**config.mk**
```make
export PLATFORM = sky130hd
export DESIGN_NAME = ticket_dispenser
export DESIGN_NICKNAME = d
export VERILOG_FILES = /design/src/rtl/ticket_dispenser.sv
export SDC_FILE = /design/constraint.sdc
export NUM_CORES = 1
export LEC_CHECK = 0
export BUFFER_PORTS_ARGS = -buffer_cell sky130_fd_sc_hd__buf_2
export CORE_ASPECT_RATIO = 1.1
export CORE_MARGIN = 4
export CORE_UTILIZATION = 45
export DETAILED_ROUTE_END_ITERATION = 7
export PLACE_DENSITY = 0.61
export SLEW_MARGIN = 20
export SYNTH_ARGS = -nofsm -noshare
export SYNTH_HDL_FRONTEND = slang
export SYNTH_SLANG_ARGS = --single-unit
```
**constraint.sdc**
```tcl
create_clock -name clk -period 6.85 [get_ports clk]
set_clock_uncertainty 0.2 [all_clocks]
set_input_delay 0.3425 -clock clk [delete_from_list [all_inputs] [get_ports clk]]
set_output_delay 0.3425 -clock clk [all_outputs]
set_load 0.03 [all_outputs]
```
**src/rtl/ticket_dispenser.sv**
```systemverilog
// ticket_dispenser
//   Customer-side kiosk. A rising edge on one of four service buttons prints the
//   next sequential ticket number, tagged with its service type, and queues it in
//   an internal FIFO. Officer-side logic drains the FIFO over a valid/ready port.
//
// Ports
//   clk, reset       system clock, synchronous active-high reset
//   service_button   [3:0] level inputs, bit i = service i
//   issue_valid      one-cycle strobe: a ticket was printed
//   issue_ticket     number of the last printed ticket (held between strobes)
//   issue_service    service of the last printed ticket (held between strobes)
//   reject           one-cycle strobe: press refused because the queue was full
//   busy             printer lockout active
//   full             FIFO holds DEPTH entries
//   q_valid/q_ready  dequeue handshake, pop on q_valid && q_ready
//   q_ticket         head ticket number
//   q_service        head service type
//   waiting_count    number of entries in the FIFO
`timescale 1ns/1ps

module ticket_dispenser #(
  parameter int DEPTH        = 8,
  parameter int TICKET_W     = 7,
  parameter int MAX_TICKET   = 99,
  parameter int PRINT_CYCLES = 4
) (
  input  logic                     clk,
  input  logic                     reset,
  input  logic [3:0]               service_button,
  output logic                     issue_valid,
  output logic [TICKET_W-1:0]      issue_ticket,
  output logic [1:0]               issue_service,
  output logic                     reject,
  output logic                     busy,
  output logic                     full,
  output logic                     q_valid,
  input  logic                     q_ready,
  output logic [TICKET_W-1:0]      q_ticket,
  output logic [1:0]               q_service,
  output logic [$clog2(DEPTH):0]   waiting_count
);

  localparam int PTR_W = $clog2(DEPTH);
  localparam int CNT_W = PTR_W + 1;
  localparam int TMR_W = $clog2(PRINT_CYCLES + 1);

  typedef enum logic {
    S_IDLE,
    S_PRINT
  } state_t;

  typedef struct packed {
    logic [TICKET_W-1:0] ticket;
    logic [1:0]          service;
  } entry_t;

  // Registers
  state_t              r_state;
  logic [3:0]          r_prev_btn;
  logic [TICKET_W-1:0] r_counter;
  logic [TMR_W-1:0]    r_timer;
  logic                r_busy;
  logic                r_issue_valid;
  logic [TICKET_W-1:0] r_issue_ticket;
  logic [1:0]          r_issue_service;
  logic                r_reject;
  logic [PTR_W-1:0]    r_wr_ptr;
  logic [PTR_W-1:0]    r_rd_ptr;
  logic [CNT_W-1:0]    r_count;
  entry_t              r_mem [DEPTH];

  // Combinational signals
  logic [3:0]          w_press;
  logic                w_any_press;
  logic [1:0]          w_svc;
  logic                w_full;
  logic                w_q_valid;
  logic                w_write;
  logic                w_pop;
  entry_t              w_wr_entry;
  entry_t              w_head;

  // Rising-edge detect; the previous-button register resets to all ones so a
  // button held through reset must be released and pressed again.
  assign w_press     = service_button & ~r_prev_btn;
  assign w_any_press = |w_press;

  // Lowest index wins when several buttons rise together.
  always_comb begin
    // NOTE: every combinational output gets a default first so no path leaves
    // it unassigned, which would otherwise infer a latch.
    w_svc = 2'd0;
    if      (w_press[0]) w_svc = 2'd0;
    else if (w_press[1]) w_svc = 2'd1;
    else if (w_press[2]) w_svc = 2'd2;
    else if (w_press[3]) w_svc = 2'd3;
  end

  // full and q_valid come from the count registered at the start of the
  // cycle, so a dequeue on the same edge cannot rescue a press into a full FIFO.
  assign w_full    = (r_count == CNT_W'(DEPTH));
  assign w_q_valid = (r_count != '0);

  assign w_write    = (r_state == S_IDLE) && w_any_press && !w_full;
  assign w_pop      = w_q_valid && q_ready;
  assign w_wr_entry = '{ticket: r_counter, service: w_svc};
  assign w_head     = r_mem[r_rd_ptr];

  // FIFO storage
  // NOTE: the storage array is deliberately not reset; the pointers and count
  // define which entries are meaningful, so clearing the array buys nothing.
  always_ff @(posedge clk) begin
    if (w_write) begin
      r_mem[r_wr_ptr] <= w_wr_entry;
    end
  end

  // Control FSM, ticket counter, FIFO pointers and registered outputs
  always_ff @(posedge clk) begin
    // NOTE: all sequential state uses non-blocking assignments so every
    // register samples the pre-edge values regardless of statement order.
    if (reset) begin
      r_state         <= S_IDLE;
      r_prev_btn      <= 4'b1111;
      r_counter       <= TICKET_W'(1);
      r_timer         <= '0;
      r_busy          <= 1'b0;
      r_issue_valid   <= 1'b0;
      r_issue_ticket  <= '0;
      r_issue_service <= 2'd0;
      r_reject        <= 1'b0;
      r_wr_ptr        <= '0;
      r_rd_ptr        <= '0;
      r_count         <= '0;
    end else begin
      r_prev_btn    <= service_button;
      r_issue_valid <= 1'b0;
      r_reject      <= 1'b0;

      case (r_state)
        S_IDLE: begin
          if (w_any_press) begin
            if (w_full) begin
              r_reject <= 1'b1;
            end else begin
              r_issue_valid   <= 1'b1;
              r_issue_ticket  <= r_counter;
              r_issue_service <= w_svc;
              r_counter       <= (r_counter == TICKET_W'(MAX_TICKET))
                                 ? TICKET_W'(1) : r_counter + TICKET_W'(1);
              r_timer         <= TMR_W'(PRINT_CYCLES);
              r_busy          <= 1'b1;
              r_state         <= S_PRINT;
            end
          end
        end
        S_PRINT: begin
          // Timer was loaded with PRINT_CYCLES on the issuing edge; leaving on
          // the edge where it would hit zero keeps busy high exactly
          // PRINT_CYCLES cycles.
          if (r_timer == TMR_W'(1)) begin
            r_timer <= '0;
            r_busy  <= 1'b0;
            r_state <= S_IDLE;
          end else begin
            r_timer <= r_timer - TMR_W'(1);
          end
        end
        default: begin
          r_state <= S_IDLE;
          r_busy  <= 1'b0;
        end
      endcase

      if (w_write) begin
        r_wr_ptr <= r_wr_ptr + PTR_W'(1);
      end
      if (w_pop) begin
        r_rd_ptr <= r_rd_ptr + PTR_W'(1);
      end

      case ({w_write, w_pop})
        2'b10:   r_count <= r_count + CNT_W'(1);
        2'b01:   r_count <= r_count - CNT_W'(1);
        default: r_count <= r_count;
      endcase
    end
  end

  assign issue_valid   = r_issue_valid;
  assign issue_ticket  = r_issue_ticket;
  assign issue_service = r_issue_service;
  assign reject        = r_reject;
  assign busy          = r_busy;
  assign full          = w_full;
  assign q_valid       = w_q_valid;
  assign q_ticket      = w_head.ticket;
  assign q_service     = w_head.service;
  assign waiting_count = r_count;

endmodule

```
==> qor.yml <==
worst_hold_path:
  holdPathEnd: "r_rd_ptr[1]"
  min-delay-start: "q_ready"
  hp-class: "input pin to flip-flop"
  min_path_cells: 3
clock_tree:
  cts_setup_buffers: 0
  htreeDepth: 3
  clk_pin_slew_worst_paths_ps: 100
  clk_latency_ps: 370
  cts_tree: "yes"
  cts_buffers: 9
  root_buffer: "clkbuf_8"
  clock_path_buffers: 2
  clock_sinks: 112
  ctsResizeCount: 0
critical_path:
  required_ps: 6950
  critPathCaptureType: "flip-flop"
  path_buf_inv: 2
  crit_family: "simple AND/OR/NAND/NOR gates"
  rrSetupSlack_ps: 3460
  reg2regPathDepth: 10
  cpPeakStageDelay_ps: 640
  critPathSlowestCell: "o41a_1"
  worst-setup-path-type: "input pin to flip-flop"
  arrival_ps: 3720
  r2r-end: "waiting_count[2]"
  critPathLaunchType: "input pin"
  worstPathCellList: "dlygate4sd3_1 -> buf_2 -> and2b_1 -> o41a_1 -> nand2_1 -> ha_1 -> xor2_1 -> ha_1 -> a21oi_1 -> xor2_1 -> or3_1 -> a21oi_1"
  r2r_start: "r_prev_btn[0]"
  worstPathMaxFanout: 19
route:
  dr.pass1.iters: 4
  vias: 2706
  drt_wl_total_um: 8830
  via_per_inst: 5.64
  wl_per_cell_um: 18.4
  drc_errors: 0
  antenna_left: 0
  drtIter0Drc: 111
cells_and_area:
  final_net_count: 370
  fin_util_pct: 51.3
  n_antenna_cell: 0
  area_delta_synth_final_pct: 10.5
  drive_gt1_share_pct: 29.4
timing:
  hold_violations: 0
  fmax_ghz: 0.276
  final.setup.tns_ps: 0
  max_slew_margin_pct: 31.2
  finalCriticalPeriod_ps: 3620
  rsz0062_at_grt: "no"
  post-route-period-util_pct: 52.9
  worst_slew_pin_slew_ps: 1030
  setup_viol: 0
  maxSlewViolCount: 0
die:
  die-width_um: 105
  start_util_pct: 46.4
  io_pins: 34
  core_um2: 9980
  fp.dieArea_um2: 12000
  num_rows: 38
  die_h_um: 114
yosys:
  synth-seq-cells: 112
  synth_top_flop_cell: "edfxtp_1"
  avgSynthCellArea_um2: 14.4
  ys_seq_area_share_pct: 63.9
  synth_fp_nets: 336
  synth_cells: 321
  synth_cell_types: 52
  netlist_area_um2: 4640
  async_reset_ff_share_pct: 0
  synth_edf_count: 72
  ys_warn_count: 0
grt:
  grt_remaining_overflow: 0
  antenna_found_initial: 0
  grt_pass1_vias: 2712
  grt_max_degree: 41
  track_usage_pct: 15.7
  grt_pass1_wl_um: 14600
power_and_ir_drop:
  total_power_w: 0.00159
  p_leak_nw: 1.72
  power.density_nw_per_um2: 311
  irDropWorstVdd_uv: 226
placed_design:
  hpwl_um: 5420
  portBuffers: 33
  routabilityCongestion: 0.801
run:
  drv_cap: 0
outcome:
  run_status: "finished clean"
## tightest hold or removal path, cell delays in order
cell	delay, ps
buf_2	110
nand3_1	80
a21oi_1	70
## Yosys cell counts, types with 3 or more instances
cell type / n / area share (%)
o21ai_0: 6 / 0.65
buf_1: 3 / 0.24
nand3_1: 18 / 1.9
ha_1: 8 / 2.2
clkbuf_1: 3 / 0.24
nor3b_1: 3 / 0.49
nor2_1: 12 / 0.97
mux4_2: 18 / 8.7
mux2_2: 10 / 2.4
nand2_1: 8 / 0.65
inv_1: 6 / 0.49
nor3_1: 6 / 0.65
buf_2: 7 / 0.76
edfxtp_1: 72 / 47
xor2_1: 5 / 0.94
a21oi_1: 20 / 2.2
dfxtp_1: 40 / 17
a21oi_2: 8 / 1.5
and2b_1: 4 / 0.65
nor4b_1: 3 / 0.57
nor4_1: 3 / 0.40
or2_2: 4 / 0.54
nand2b_1: 4 / 0.54
o21ai_1: 8 / 0.86
o31ai_1: 4 / 0.65
or4_1: 4 / 0.65
## state kept, by name, summed over array words and instances (netlist names), named ones only
name           cells
r_mem             72
busy               1
r_counter          7
issue_ticket       7
reject             1
issue_valid        1
r_state            1
r_prev_btn         4
waiting_count      4
r_timer            3
issue_service      2
r_rd_ptr           3
r_wr_ptr           3
## stage by stage
stage                     std cells  hold WS, ps  worst slack [ps]  instance area [µm²]
after floorplan                 321          248              3850                 4640
after global placement          460          262              3530                 4910
after detailed placement        460          267              3410                 4910
after CTS                       480         64.4              3280                 5120
after global routing            480         75.8              2980                 5120
final                           480         85.1              3230                 5120
## where the power goes
part | total (W) | switching [W] | internal (W)
sequential | 0.000815 | 0.0000480 | 0.000767
clock | 0.000356 | 0.000224 | 0.000132
combinational | 0.000421 | 0.000253 | 0.000168
total | 0.00159 | 0.000525 | 0.00107
## worst max-delay path by stage
stage	depth (start not counted)	slack [ps]	endpoint	start
2_1_floorplan	11	3850	waiting_count[2]	waiting_count[1]
3_3_place_gp	11	3530	waiting_count[2]	service_button[3]
3_5_place_dp	11	3410	waiting_count[2]	service_button[0]
4_1_cts	12	3280	waiting_count[2]	service_button[3]
5_1_grt	12	2980	waiting_count[2]	service_button[3]
6_report	12	3230	waiting_count[2]	service_button[0]
## layout by cell type, fill, tap and decap left out, types with 2 or more instances in the layout
master,Yosys,final
o31ai_1,4,4
and2b_1,4,4
mux4_2,18,18
or4_1,4,4
nand2b_1,4,4
clkinv_2,1,2
mux2_2,10,10
clkbuf_8,0,9
nor2b_1,2,2
ha_1,8,8
a31oi_1,2,2
buf_2,7,33
clkinvlp_4,0,4
or3_1,2,2
o21ai_0,6,6
a21oi_1,20,20
dfxtp_1,40,40
edfxtp_1,72,72
nor3_1,6,5
inv_1,6,6
xor2_1,5,5
and3_1,2,2
nor4b_2,0,2
nand4_1,2,2
o21ai_1,8,8
nor2_1,12,11
nor4_1,3,2
a21oi_2,8,8
nor3b_2,0,2
nand2_1,8,8
nand3_1,18,18
dlygate4sd3_1,0,4
or2_2,4,4
buf_4,1,6
## logic make-up after synthesis
logic type | Yosys count | share of synthesized area (%)
compound gates | 59 | 8.12
simple gates | 80 | 9.79
xor+xnor | 5 | 0.944
mux | 30 | 11.6
flops | 112 | 63.9
fa+ha+maj | 8 | 2.16
buf+inv | 27 | 3.45
## timing repair
action / 4_1_cts / 5_1_grt
hold endpoints to repair: 4 / 0
endpoints found under the setup margin: 0 / 0
hold buffers: 4 / 0
## per-layer routing
metal,share of wire (%),global-route usage [%],routed length (µm),up-vias
li1,-,-,-,1309
met5,0,0,0,-
met1,47,21.6,4160,1315
met2,47,25.4,4120,69
met4,1.8,6.82,162,0
met3,4.4,2.09,384,13
## layout make-up
cell class | instances | area, µm²
fill | 896 | 4860
multi-input combinational | 182 | 1560
clock buffer | 9 | 124
clock inverter | 7 | 47.5
timing repair buffer | 43 | 250
sequential | 112 | 2960
inverter | 7 | 27.5
tap | 120 | 150
Power figures use the tool's default switching activity.
